**src/rtl/trace_filter_multi_if.sv**
```systemverilog
// Trace tap bundle: retired-instruction stream in, filtered verdict out.
// The tap (master) drives pc_valid/instr; the filter (slave) returns the registered verdict.
interface trace_filter_multi_if #(
   parameter int INSTR_W = 32
);
   logic               pc_valid;
   logic [INSTR_W-1:0] instr;
   logic               out_valid;
   logic               out_keep;
   logic [4:0]         out_reason;

   modport master (
      output pc_valid, instr,
      input  out_valid, out_keep, out_reason
   );

   modport slave (
      input  pc_valid, instr,
      output out_valid, out_keep, out_reason
   );
endinterface

```
**src/rtl/trace_filter_multi.sv**
```systemverilog
// Classifies retired instructions (branch/jump/WFI/matchers) plus trailing runs; keeps or drops each.
// Latency: verdict registered exactly one cycle after pc_valid. Optional stats under TRACE_FILTER_STATS_EN.
// Backpressure: none; every input cycle produces an output cycle.
module trace_filter_multi #(
   parameter int INSTR_W      = 32,
   parameter int NUM_MATCHERS = 2,
   parameter int AFTER_CNT_W  = 4,
   parameter int STAT_W       = 32
) (
   input  logic                              clk,
   input  logic                              rst,
   trace_filter_multi_if.slave               trc,
   input  logic [2:0]                        cfg_class_en,
   input  logic [2:0]                        cfg_after_en,
   input  logic [AFTER_CNT_W-1:0]            cfg_after_count,
   input  logic [NUM_MATCHERS-1:0]           cfg_match_en,
   input  logic [NUM_MATCHERS*INSTR_W-1:0]   cfg_match_value,
   input  logic [NUM_MATCHERS*INSTR_W-1:0]   cfg_match_mask,
   input  logic                              cfg_match_after,
   input  logic                              clr_stats,
   output logic [STAT_W-1:0]                 keep_count,
   output logic [STAT_W-1:0]                 drop_count
);

   logic                    is_branch;
   logic                    is_jump;
   logic                    is_wfi;
   logic                    is_rvc;
   logic [2:0]              cls;
   logic [2:0]              hit_class;
   logic [NUM_MATCHERS-1:0] match;
   logic                    hit_match;
   logic                    trail;
   logic                    keep;
   logic                    trig;
   logic [AFTER_CNT_W-1:0]  rem;
   logic [AFTER_CNT_W-1:0]  rem_nxt;

   always_comb begin
      is_rvc    = (trc.instr[1:0] != 2'b11);
      is_branch = (trc.instr[6:0] == 7'b1100011)
               || (is_rvc && trc.instr[1:0] == 2'b01 && trc.instr[15:14] == 2'b11);
      is_jump   = (trc.instr[6:0] == 7'b1101111) || (trc.instr[6:0] == 7'b1100111)
               || (is_rvc && trc.instr[1:0] == 2'b01 && trc.instr[14:13] == 2'b01)
               || (is_rvc && trc.instr[1:0] == 2'b10 && trc.instr[15:13] == 3'b100
                   && trc.instr[6:2] == 5'd0 && trc.instr[11:7] != 5'd0);
      is_wfi    = (trc.instr == INSTR_W'(32'h10500073));
      cls       = {is_wfi, is_jump, is_branch};
   end

   // A zero mask compares no bits, so an enabled matcher with mask 0 hits everything.
   always_comb begin
      match = '0;
      for (int i = 0; i < NUM_MATCHERS; i++) begin
         match[i] = cfg_match_en[i]
                 && (((trc.instr ^ cfg_match_value[i*INSTR_W +: INSTR_W])
                      & cfg_match_mask[i*INSTR_W +: INSTR_W]) == '0);
      end
   end

   always_comb begin
      hit_class = cls & cfg_class_en;
      hit_match = |match;
      trail     = (rem != '0);
      keep      = (|hit_class) || hit_match || trail;
      trig      = (|(cls & cfg_after_en)) || (hit_match && cfg_match_after);
      rem_nxt   = rem;
      if (trc.pc_valid) begin
         if (trig)
            rem_nxt = cfg_after_count;
         else if (trail)
            rem_nxt = rem - AFTER_CNT_W'(1);
      end
   end

   always_ff @(posedge clk) begin
      if (rst) begin
         rem            <= '0;
         trc.out_valid  <= 1'b0;
         trc.out_keep   <= 1'b0;
         trc.out_reason <= 5'd0;
      end else begin
         rem            <= rem_nxt;
         trc.out_valid  <= trc.pc_valid;
         trc.out_keep   <= trc.pc_valid && keep;
         trc.out_reason <= trc.pc_valid ? {trail, hit_match, hit_class} : 5'd0;
      end
   end

`ifdef TRACE_FILTER_STATS_EN
   // Clear wins over a same-cycle increment; counters stick at all-ones.
   always_ff @(posedge clk) begin
      if (rst || clr_stats) begin
         keep_count <= '0;
         drop_count <= '0;
      end else if (trc.pc_valid) begin
         if (keep) begin
            if (keep_count != '1)
               keep_count <= keep_count + STAT_W'(1);
         end else begin
            if (drop_count != '1)
               drop_count <= drop_count + STAT_W'(1);
         end
      end
   end
`else
   logic unused_clr_stats;
   assign unused_clr_stats = clr_stats;
   assign keep_count       = '0;
   assign drop_count       = '0;
`endif

endmodule

```
**src/flat_wrapper.sv**
```systemverilog
// flat-port wrapper written by rule: the top's interface ports become plain ports
module trace_filter_multi_flat 
#(
   parameter int INSTR_W      = 32,
   parameter int NUM_MATCHERS = 2,
   parameter int AFTER_CNT_W  = 4,
   parameter int STAT_W       = 32
)
  (clk, rst, cfg_class_en, cfg_after_en, cfg_after_count, cfg_match_en, cfg_match_value, cfg_match_mask, cfg_match_after, clr_stats, keep_count, drop_count, trc_pc_valid, trc_instr, trc_out_valid, trc_out_keep, trc_out_reason);
  trace_filter_multi_if #(.INSTR_W(INSTR_W)) trc_i ();
  input  logic clk;
  input  logic rst;
  input  logic [2:0] cfg_class_en;
  input  logic [2:0] cfg_after_en;
  input  logic [AFTER_CNT_W-1:0] cfg_after_count;
  input  logic [NUM_MATCHERS-1:0] cfg_match_en;
  input  logic [NUM_MATCHERS*INSTR_W-1:0] cfg_match_value;
  input  logic [NUM_MATCHERS*INSTR_W-1:0] cfg_match_mask;
  input  logic cfg_match_after;
  input  logic clr_stats;
  output logic [STAT_W-1:0] keep_count;
  output logic [STAT_W-1:0] drop_count;
  input wire logic [$bits(trc_i.pc_valid)-1:0] trc_pc_valid;
  input wire logic [$bits(trc_i.instr)-1:0] trc_instr;
  output wire logic [$bits(trc_i.out_valid)-1:0] trc_out_valid;
  output wire logic [$bits(trc_i.out_keep)-1:0] trc_out_keep;
  output wire logic [$bits(trc_i.out_reason)-1:0] trc_out_reason;
  assign trc_i.pc_valid = trc_pc_valid;
  assign trc_i.instr = trc_instr;
  assign trc_out_valid = trc_i.out_valid;
  assign trc_out_keep = trc_i.out_keep;
  assign trc_out_reason = trc_i.out_reason;
  trace_filter_multi #(.INSTR_W(INSTR_W), .NUM_MATCHERS(NUM_MATCHERS), .AFTER_CNT_W(AFTER_CNT_W), .STAT_W(STAT_W)) u_core (.clk(clk), .rst(rst), .trc(trc_i), .cfg_class_en(cfg_class_en), .cfg_after_en(cfg_after_en), .cfg_after_count(cfg_after_count), .cfg_match_en(cfg_match_en), .cfg_match_value(cfg_match_value), .cfg_match_mask(cfg_match_mask), .cfg_match_after(cfg_match_after), .clr_stats(clr_stats), .keep_count(keep_count), .drop_count(drop_count));
endmodule
```
**config.mk**
```make
export PLATFORM = sky130hd
export DESIGN_NAME = trace_filter_multi_flat
export DESIGN_NICKNAME = d
export VERILOG_FILES = /design/src/rtl/trace_filter_multi_if.sv /design/src/rtl/trace_filter_multi.sv /design/src/flat_wrapper.sv
export SDC_FILE = /design/constraint.sdc
export NUM_CORES = 1
export LEC_CHECK = 0
export CELL_PAD_IN_SITES_DETAIL_PLACEMENT = 0
export CELL_PAD_IN_SITES_GLOBAL_PLACEMENT = 1
export CORE_MARGIN = 2
export CORE_UTILIZATION = 20
export DETAILED_ROUTE_END_ITERATION = 6
export PLACE_DENSITY = 0.86
export SETUP_SLACK_MARGIN = 0.05
export SYNTH_ARGS = -nofsm -noshare
export SYNTH_HDL_FRONTEND = slang
export SYNTH_SLANG_ARGS = --single-unit
```
**constraint.sdc**
```tcl
create_clock -name clk -period 3.7 [get_ports clk]
set_input_delay 0.37 -clock clk [delete_from_list [all_inputs] [get_ports clk]]
set_output_delay 0.37 -clock clk [all_outputs]
set_load 0.005 [all_outputs]
```
**Yosys cells after proc, flatten, opt, wreduce, memory -nomap -nowiden**

Cells that the tools add are included.
W data, S select, Z words.

- Reductions and logical operators: 29
- Bitwise operators: 7
- Eq/ne operators: 10
- Mux-type cells: 2
- $add $sub $neg: 1

Operators by type and width:

| cell | number |
|---|---|
| $and A32 B32 Y32 | 2 |
| $logic_not A32 Y1 | 2 |
| $xor A32 B32 Y32 | 2 |
| $eq A32 B29 Y1 const B | 1 |
| $eq A7 B7 Y1 const B | 3 |
| $logic_and A1 B1 Y1 | 11 |
| $mux W4 | 2 |
| $logic_or A1 B1 Y1 | 7 |
| $and A3 B3 Y3 | 2 |
| $reduce_or A3 Y1 | 2 |
| $logic_not A5 Y1 | 1 |
| $reduce_bool A5 Y1 | 1 |
| $eq A2 B1 Y1 const B | 2 |
| $eq A2 B2 Y1 const B | 2 |
| $reduce_bool A4 Y1 | 1 |
| $reduce_or A2 Y1 | 2 |
| $sub A4 B1 Y4 const B | 1 |
| $eq A3 B3 Y1 const B | 1 |
| $ne A2 B2 Y1 const B | 1 |
| $reduce_and A2 Y1 | 1 |
| $reduce_bool A2 Y1 | 1 |
| $not A1 Y1 | 1 |

- Flip-flop bits (word level): 11
- Bits of input ports: 177
- Word-level logic and storage cells: 53
- Output and inout bits: 71

**Depth between registers and ports, before layout**

Gate-level depths: netlist of the first run.

- Depth in word-level cells: 11
- Gate-level depth with buffers: 7
- Mapped depth without buffers: 7

**Worst setup path after synthesis of the first run**

No wires, ideal clock.

- Path kind: input -> register
- From: input port trc_instr[24]
- To: register u_core.rem[1]
- Path buffers: 0
- Stages on the path: 7
- Setup time: 0.122 ns
- Setup slack: 1.483 ns
- Required time: 3.578 ns
- Arrival: 2.096 ns
- Cells stage by stage: xor2_1 a22oi_4 nand4_1 or4_4 o41ai_4 nor2_2 o311a_1

- Longest elaborated chain between the ends: 9
- Elaborated cells on any way between the ends: 17
- Those cells by class: eq/ne: 1; mux: 1; bitwise: 5; reduce/logical: 10

Ends and longest elaborated chain:

| item | line | text |
|---|---|---|
| start: declaration | flat_wrapper.sv:24 | `input wire logic [$bits(trc_i.instr)-1:0] trc_instr;` |
| $xor A32 B32 Y32 | trace_filter_multi.sv:56 | `&& (((trc.instr ^ cfg_match_value[i*INSTR_W +: INSTR_W])` |
| $and A32 B32 Y32 | trace_filter_multi.sv:57 | `& cfg_match_mask[i*INSTR_W +: INSTR_W]) == '0);` |
| $logic_not A32 Y1 | trace_filter_multi.sv:56 |  |
| $logic_and A1 B1 Y1 | trace_filter_multi.sv:56 |  |
| $reduce_or A2 Y1 | trace_filter_multi.sv:63 | `hit_match = \|match;` |
| $logic_and A1 B1 Y1 | trace_filter_multi.sv:66 | `trig = (\|(cls & cfg_after_en)) \|\| (hit_match && cfg_match_after);` |
| $logic_or A1 B1 Y1 (*) | trace_filter_multi.sv:66 |  |
| $reduce_bool A2 Y1 (no source line) | n/a |  |
| $reduce_and A2 Y1 (no source line) | n/a |  |
| end signal: assignment | trace_filter_multi.sv:83 | `rem <= rem_nxt;` |
| end: declaration | trace_filter_multi.sv:36 | `logic [AFTER_CNT_W-1:0] rem;` |

Every way passes the cells marked *; elsewhere a longest branch is shown, timed or not.
A chain may end at the register's enable or synchronous reset.

**Final worst setup path of the first run**

- From: input port trc_instr[20]
- To: register u_core.rem[1]

The elaborated chain is that of the path after synthesis.

==> results of run 1 <==
cell usage after synthesis (2+ instances only):
cell / count / area, um^2
sky130_fd_sc_hd__buf_4: 64 / 480
sky130_fd_sc_hd__xor2_1: 64 / 561
sky130_fd_sc_hd__a22oi_1: 38 / 285
sky130_fd_sc_hd__nand2_1: 23 / 86.3
sky130_fd_sc_hd__nand4_1: 17 / 106
sky130_fd_sc_hd__dfxtp_1: 11 / 220
sky130_fd_sc_hd__nor2_1: 8 / 30.0
sky130_fd_sc_hd__inv_1: 6 / 22.5
sky130_fd_sc_hd__nor4_1: 6 / 37.5
sky130_fd_sc_hd__nor3_1: 5 / 25.0
sky130_fd_sc_hd__a22oi_2: 3 / 37.5
sky130_fd_sc_hd__a31oi_1: 3 / 18.8
sky130_fd_sc_hd__nor4b_1: 3 / 26.3
sky130_fd_sc_hd__a21oi_1: 2 / 10.0
sky130_fd_sc_hd__a222oi_1: 2 / 20.0
sky130_fd_sc_hd__and3_1: 2 / 12.5
sky130_fd_sc_hd__ha_1: 2 / 25.0
sky130_fd_sc_hd__mux2i_1: 2 / 20.0
sky130_fd_sc_hd__nand3_1: 2 / 10.0
sky130_fd_sc_hd__nand4_4: 2 / 42.5
sky130_fd_sc_hd__o211ai_1: 2 / 15.0
sky130_fd_sc_hd__o221ai_1: 2 / 17.5
sky130_fd_sc_hd__o31a_1: 2 / 17.5
sky130_fd_sc_hd__or4_1: 2 / 15.0
report_power, final:
part	internal (uW)	switching (uW)	total, uW
logic	332	275	607
clock network	143	55.9	199
registers	144	20.7	165
total	620	352	972
metal layers:
metal / routed length, um / part of all wire, % / global-route usage [%]
met5: 0 / 0 / 0
met4: 155 / 1.3 / 2.52
met3: 951 / 8.3 / 3.54
met2: 5790 / 50 / 31.6
met1: 4590 / 40 / 19.7
sequential cells by signal, summed over array words and instances, names as in the netlist:
signal / count
u_core.rem: 4
u_core.trc.out_reason: 5
u_core.trc.out_keep: 1
u_core.trc.out_valid: 1
through the flow:
| stage | hold slack (ns) | cell area (um^2) | util (%) | setup slack (ns) |
|---|---|---|---|---|
| 2_1_floorplan | 0.439 | 2630 | - | 1.48 |
| 3_3_place_gp | 0.521 | 4160 | 35.9 | 0.556 |
| 3_5_place_dp | 0.548 | 4160 | 35.9 | 0.502 |
| 4_1_cts | 0.556 | 4240 | 36.6 | 0.745 |
| 5_1_grt | 0.582 | 4240 | 36.6 | 0.651 |
| 6_report | 0.554 | 4240 | 36.6 | 0.816 |
worst min-delay path, stage by stage, from the launching register on:
cell and delay (ns):
sky130_fd_sc_hd__dfxtp_1 0.32, sky130_fd_sc_hd__nand2_1 0.07, sky130_fd_sc_hd__o221ai_1 0.10
final cells by class:
type / instances / area, um^2
well taps: 143 / 179
multi-input cells: 279 / 1900
repair buffers: 183 / 1830
flip-flops and latches: 11 / 220
fillers: 1186 / 7330
clock buffers: 3 / 75.1
inverters: 6 / 22.5
clock inverters: 1 / 5.00
worst min-delay path by stage:
stage	depth (start not counted)	slack, ns	end	startpoint
detailed placement	2	0.55	u_core.rem[0]$_SDFFE_PP0P_	u_core.rem[0]$_SDFFE_PP0P_
floorplan	1	0.44	u_core.rem[0]$_SDFFE_PP0P_	rst
CTS	2	0.56	u_core.rem[3]$_SDFFE_PP0P_	u_core.rem[3]$_SDFFE_PP0P_
global placement	2	0.52	u_core.rem[0]$_SDFFE_PP0P_	u_core.rem[0]$_SDFFE_PP0P_
finish	2	0.55	u_core.rem[3]$_SDFFE_PP0P_	u_core.rem[3]$_SDFFE_PP0P_
global route	2	0.58	u_core.rem[3]$_SDFFE_PP0P_	u_core.rem[3]$_SDFFE_PP0P_
cells by family (layout without fill, tap and decap cells):
| logic type | count (synthesis) | in the layout | share of synthesized area [%] |
|---|---|---|---|
| XOR/XNOR | 65 | 65 | 23.8 |
| AND/OR/NAND/NOR | 84 | 84 | 21.2 |
| buffers and inverters | 70 | 193 | 21.0 |
| AO/OA/AOI/OAI | 62 | 62 | 22.7 |
| other | 1 | 64 | 0.157 |
| flip-flops | 11 | 11 | 9.21 |
| adder cells (fa/ha/maj) | 2 | 2 | 1.05 |
| multiplexers | 2 | 2 | 0.837 |
==> metrics.txt, run 1 <==
CP Launch Type=input pin; total via count after detailed routing=roughly 2,900; most common cell after layout, fill and taps aside=sky130_fd_sc_hd__clkdlybuf4s50_1; number of pins exceeding their max-slew limit in the final report=0; vias per inst=between 4 and 5; post-route antenna net violation count=0; RSZ-0062 raised after global routing=no; Max Fanout on Critical Path=4; maximum number of pins on one net before global-route repair=8; R2R Setup Slk=between 1.5 and 2 ns; core outline area=between 0.01 and 0.015 mm^2; Leakage=~0.0017 uW; commonest register cell after synthesis=sky130_fd_sc_hd__dfxtp_1; measured slew at the worst slew-check pin=~0.8 ns; end point of the critical path=u_core.rem[1]$_SDFFE_PP0P_; post-synthesis cell type count=between 40 and 50; post-layout minimum cycle time=around 2.9 ns; Yosys warning total=0; final critical-path share of the clock period=roughly 80%; die height=113 um; total global routing track utilization=16.8%; run status=complete, no violations; worst reg2reg endpoint=u_core.rem[1]$_SDFFE_PP0P_; worst reg2reg startpoint=u_core.rem[0]$_SDFFE_PP0P_; CTS root buffer=sky130_fd_sc_hd__clkbuf_16; synthesis-stage register bit count=11; clock slew at reported path FFs=around 0.04 ns; die area=~0.013 mm^2; depth of the CTS H-tree=1; number of hold buffers added after cts=0; number of iterations in the first detailed-routing pass=5; sum of overflow across all layers after global routing=0; drc violations=0; CP max stage delay=around 0.53 ns; Worst EP arrival=~3 ns; Max IR drop VDD=around 0.18 mV; routability cong.=about 0.9; kind of capture point of the worst setup path=flop; number of rows in the core area=39; EDFF count, synth=0; Net count, final=~660; Critical path buffers and inverters=1; share of synthesized registers carrying an async set or reset=0%; Post-Route WL=11,500 um; most used cells in the layout excluding fill and tap cells=sky130_fd_sc_hd__clkdlybuf4s50_1 (182), sky130_fd_sc_hd__xor2_1 (64), sky130_fd_sc_hd__conb_1 (64); path type of the worst setup path=in2reg; clock latency on the worst-skew pair=between 0.2 and 0.25 ns; summed negative setup slack over all endpoints=0 ns; count of mapped cells out of synthesis=297; HPWL after detailed placement=about 10,000 um; # clock sinks=11; slowest stage cell, crit path=sky130_fd_sc_hd__a22oi_1; Required @ worst endpoint=about 3.8 ns; number of cells in the finished layout apart from fillers=between 600 and 700; area delta synth->final=77.1%; Rel. slew slack=between 40% and 50%; I/O pins=roughly 250; setup violation total in the final timing report=0; source of the critical timing path=trc_instr[20]; logic depth of the worst path, buffers included=8; layout cell share with drive strength beyond 1=between 3 and 4%; global-route wire length before repair=about 16,000 um; worst reg-to-reg path cell count=6; diode insertion count for antenna repair=0; Die X-Extent=between 100 and 150 um; syn avg cell area=slightly above 8 um^2; power density normalized to cell area=229 mW/mm^2; Initial Utilization=between 20% and 30%; final hold violation count=0; FMAX=roughly 350 MHz; Total Power=about 970 uW; Setup Skew=0.00347 ns; total setup buffers inserted after CTS=0; path type of the worst min-delay path=reg2reg; number of maximum-capacitance violations=0; number of antenna violations at the first check in global routing=0; number of buffers added by the clock tree synthesis step=3; count of cells resized by post-cts repair=0; share of synthesized area occupied by flip-flops and latches=under 10%; netlist area before placement=around 0.0024 mm^2; Port-buffer cells=between 150 and 200; cells along the critical path=clkdlybuf4s50_1, xor2_1, a22oi_1, nand3_4, or4_4, o41ai_4, nor2_2, o311a_1; number of violations reported at the end of detailed-routing iteration 0=around 230; clock buffer depth=2; total instance count after detailed placement=just over 600; number of global-route vias before repair=about 2,800; gate family responsible for the most delay along the worst path=compound AO/OA/AOI/OAI gates; CTS tree=yes; wire length per cell after detailed routing=18.3 um
(Power assumes the default switching activity.)
==> run 2, diff against run 1 <==
- CORE_UTILIZATION: 20 -> 19
- PLACE_DENSITY: 0.86 -> 0.82
- clock period: 3.7 -> 3 ns (I/O delays scaled with it)
==> metrics.txt, run 2 (synthesis results as in run 1) <==
area occupied by multi-input gates=0.00190 mm^2 (unchanged); most common cell after layout, fill and taps aside=sky130_fd_sc_hd__clkdlybuf4s50_1; Total Power=1200 uW (+24%); Initial Utilization=19.7% (-1.0 points); global-route wire length before repair=16,500 um (+1.7%); clock slew at reported path FFs=0.04 ns (about the same); post-route antenna net violation count=0 (unchanged); Required @ worst endpoint=3.15 ns (-0.67 ns); post-layout minimum cycle time=approximately 2.7 ns; vias per inst=4.34 (-4.9%); number of maximum-capacitance violations=0 (unchanged); routability cong.=0.876 (-2.2%); area post-placement=0.00426 mm^2 (+2.6%); I/O pins=248 (unchanged); total via count after detailed routing=2,868 (+0.39%); layout cell share with drive strength beyond 1=5.68% (+1.7 points); # clock sinks=11 (unchanged); filler cell count in the final layout=1,287 (+8.5%); RSZ-0062 raised after global routing=no; kind of capture point of the worst setup path=flop; number of antenna violations at the first check in global routing=0 (unchanged); Rel. slew slack=48.5% (+0.57 points); wire length per cell after detailed routing=17.9 um (-2.7%); R2R Setup Slk=1.11 ns (-0.71 ns); number of pins exceeding their max-slew limit in the final report=0 (unchanged); path type of the worst setup path=in2reg; Setup Skew=0.00253 ns (-0.000937 ns); Largest regs=u_core.trc.out_reason (5), u_core.rem (4); Worst EP arrival=2.84 ns (-0.17 ns); CTS root buffer=sky130_fd_sc_hd__clkbuf_16; die height=116 um (+2.5%); path type of the worst min-delay path=reg2reg; Net count, final=673 (+1.5%); Port-buffer cells=182 (unchanged); sum of overflow across all layers after global routing=0 (unchanged); Post-Route WL=11,800 um (+2.8%); Max Fanout on Critical Path=4 (unchanged); number of violations reported at the end of detailed-routing iteration 0=163 (-29%); CP Launch Type=input pin; FMAX=373 MHz; number of buffers added by the clock tree synthesis step=3 (unchanged); diode insertion count for antenna repair=0 (unchanged); HPWL after detailed placement=10,800 um (+3.7%); summed negative setup slack over all endpoints=0 ns (unchanged); run status=complete, no violations; clock latency on the worst-skew pair=0.23 ns (about the same); final hold violation count=0 (unchanged); number of flip-flops in the largest register=5 (unchanged); number of global-route vias before repair=2,899 (+2.2%); area occupied by registers=220 um^2 (unchanged); Max IR drop VDD=0.189 mV (+4.6%); CTS tree=yes; power density normalized to cell area=277 mW/mm^2 (+21%); register with the most flip-flops=u_core.trc.out_reason; number of rows in the core area=40 (+2.6%); setup violation total in the final timing report=0 (unchanged); die area=0.0135 mm^2 (+5.1%); core outline area=0.0122 mm^2 (+5.2%); number of iterations in the first detailed-routing pass=4 (-1); number of hold buffers added after cts=0 (unchanged); final critical-path share of the clock period=between 80% and 90%; Post-Layout Inst Area=0.00434 mm^2 (+2.5%); drc violations=0 (unchanged); Die X-Extent=116 um (+2.5%); depth of the CTS H-tree=1 (unchanged); count of cells resized by post-cts repair=0 (unchanged); total global routing track utilization=16.5% (-0.27 points); Leakage=0.00177 uW (+2.6%); most used cells in the layout excluding fill and tap cells=sky130_fd_sc_hd__clkdlybuf4s50_1 (182), sky130_fd_sc_hd__xor2_1 (64), sky130_fd_sc_hd__conb_1 (64); total setup buffers inserted after CTS=0 (unchanged); maximum number of pins on one net before global-route repair=8 (unchanged); clock buffer depth=2 (unchanged); area delta synth->final=81.5%; measured slew at the worst slew-check pin=0.770 ns (-0.00854 ns)
## run 2: layout make-up
class / instances / share of cell area, %
Timing Repair Buffer: 193 / 43.9
Sequential cell: 11 / 5.07
Tap cell: 168 / 4.84
Multi-Input combinational cell: 279 / 43.9
Inverter: 6 / 0.519
Clock buffer: 4 / 1.82
## run 2: routing by layer
metal / vias up / track usage, % / part of all wire [%]
met4: 0 / 2.62 / 1.2
met2: 149 / 29.7 / 49
met1: 1337 / 21.0 / 42
met3: 10 / 2.70 / 7.6
li1: 1372 / - / -
met5: - / 0 / 0
## run 2: power by group
part,switching [uW],internal (uW)
sequential,25.8,178
combinational,339,417
clock,62.3,178
total,427,774
## run 2: path summary, 6_finish.rpt
check | cells past startpoint | to | from
worst max-delay path | 8 | u_core.rem[3]$_SDFFE_PP0P_ | trc_instr[7]
worst min-delay path | 2 | u_core.rem[0]$_SDFFE_PP0P_ | u_core.rem[0]$_SDFFE_PP0P_
worst max register to register | 6 | u_core.rem[1]$_SDFFE_PP0P_ | u_core.rem[0]$_SDFFE_PP0P_
worst min register to register | 2 | u_core.rem[0]$_SDFFE_PP0P_ | u_core.rem[0]$_SDFFE_PP0P_
## run 2: metrics by stage
stage	hold slack, ns	worst slack (ns)	cells	utilization [%]
floorplan	0.369	0.853	360	-
CTS	0.523	0.303	661	35.7
global route	0.592	0.159	661	35.7
finish	0.528	0.319	661	35.7
detailed placement	0.518	0.0861	657	35.0
global placement	0.518	0.103	657	35.0
## run 2: worst max-delay path: stages
cell,delay [ns]
sky130_fd_sc_hd__clkdlybuf4s50_1,0.52
sky130_fd_sc_hd__or4_1,0.66
sky130_fd_sc_hd__nor2_1,0.16
sky130_fd_sc_hd__o21ai_2,0.11
sky130_fd_sc_hd__a221oi_4,0.33
sky130_fd_sc_hd__o41ai_4,0.16
sky130_fd_sc_hd__or4_1,0.51
sky130_fd_sc_hd__o221ai_1,0.09
==> run 3, diff against run 2 <==
- SKIP_LAST_GASP: not set -> 1
==> results of run 3 <==
The final DEF is identical to that of run 2; final timing and power are the same.
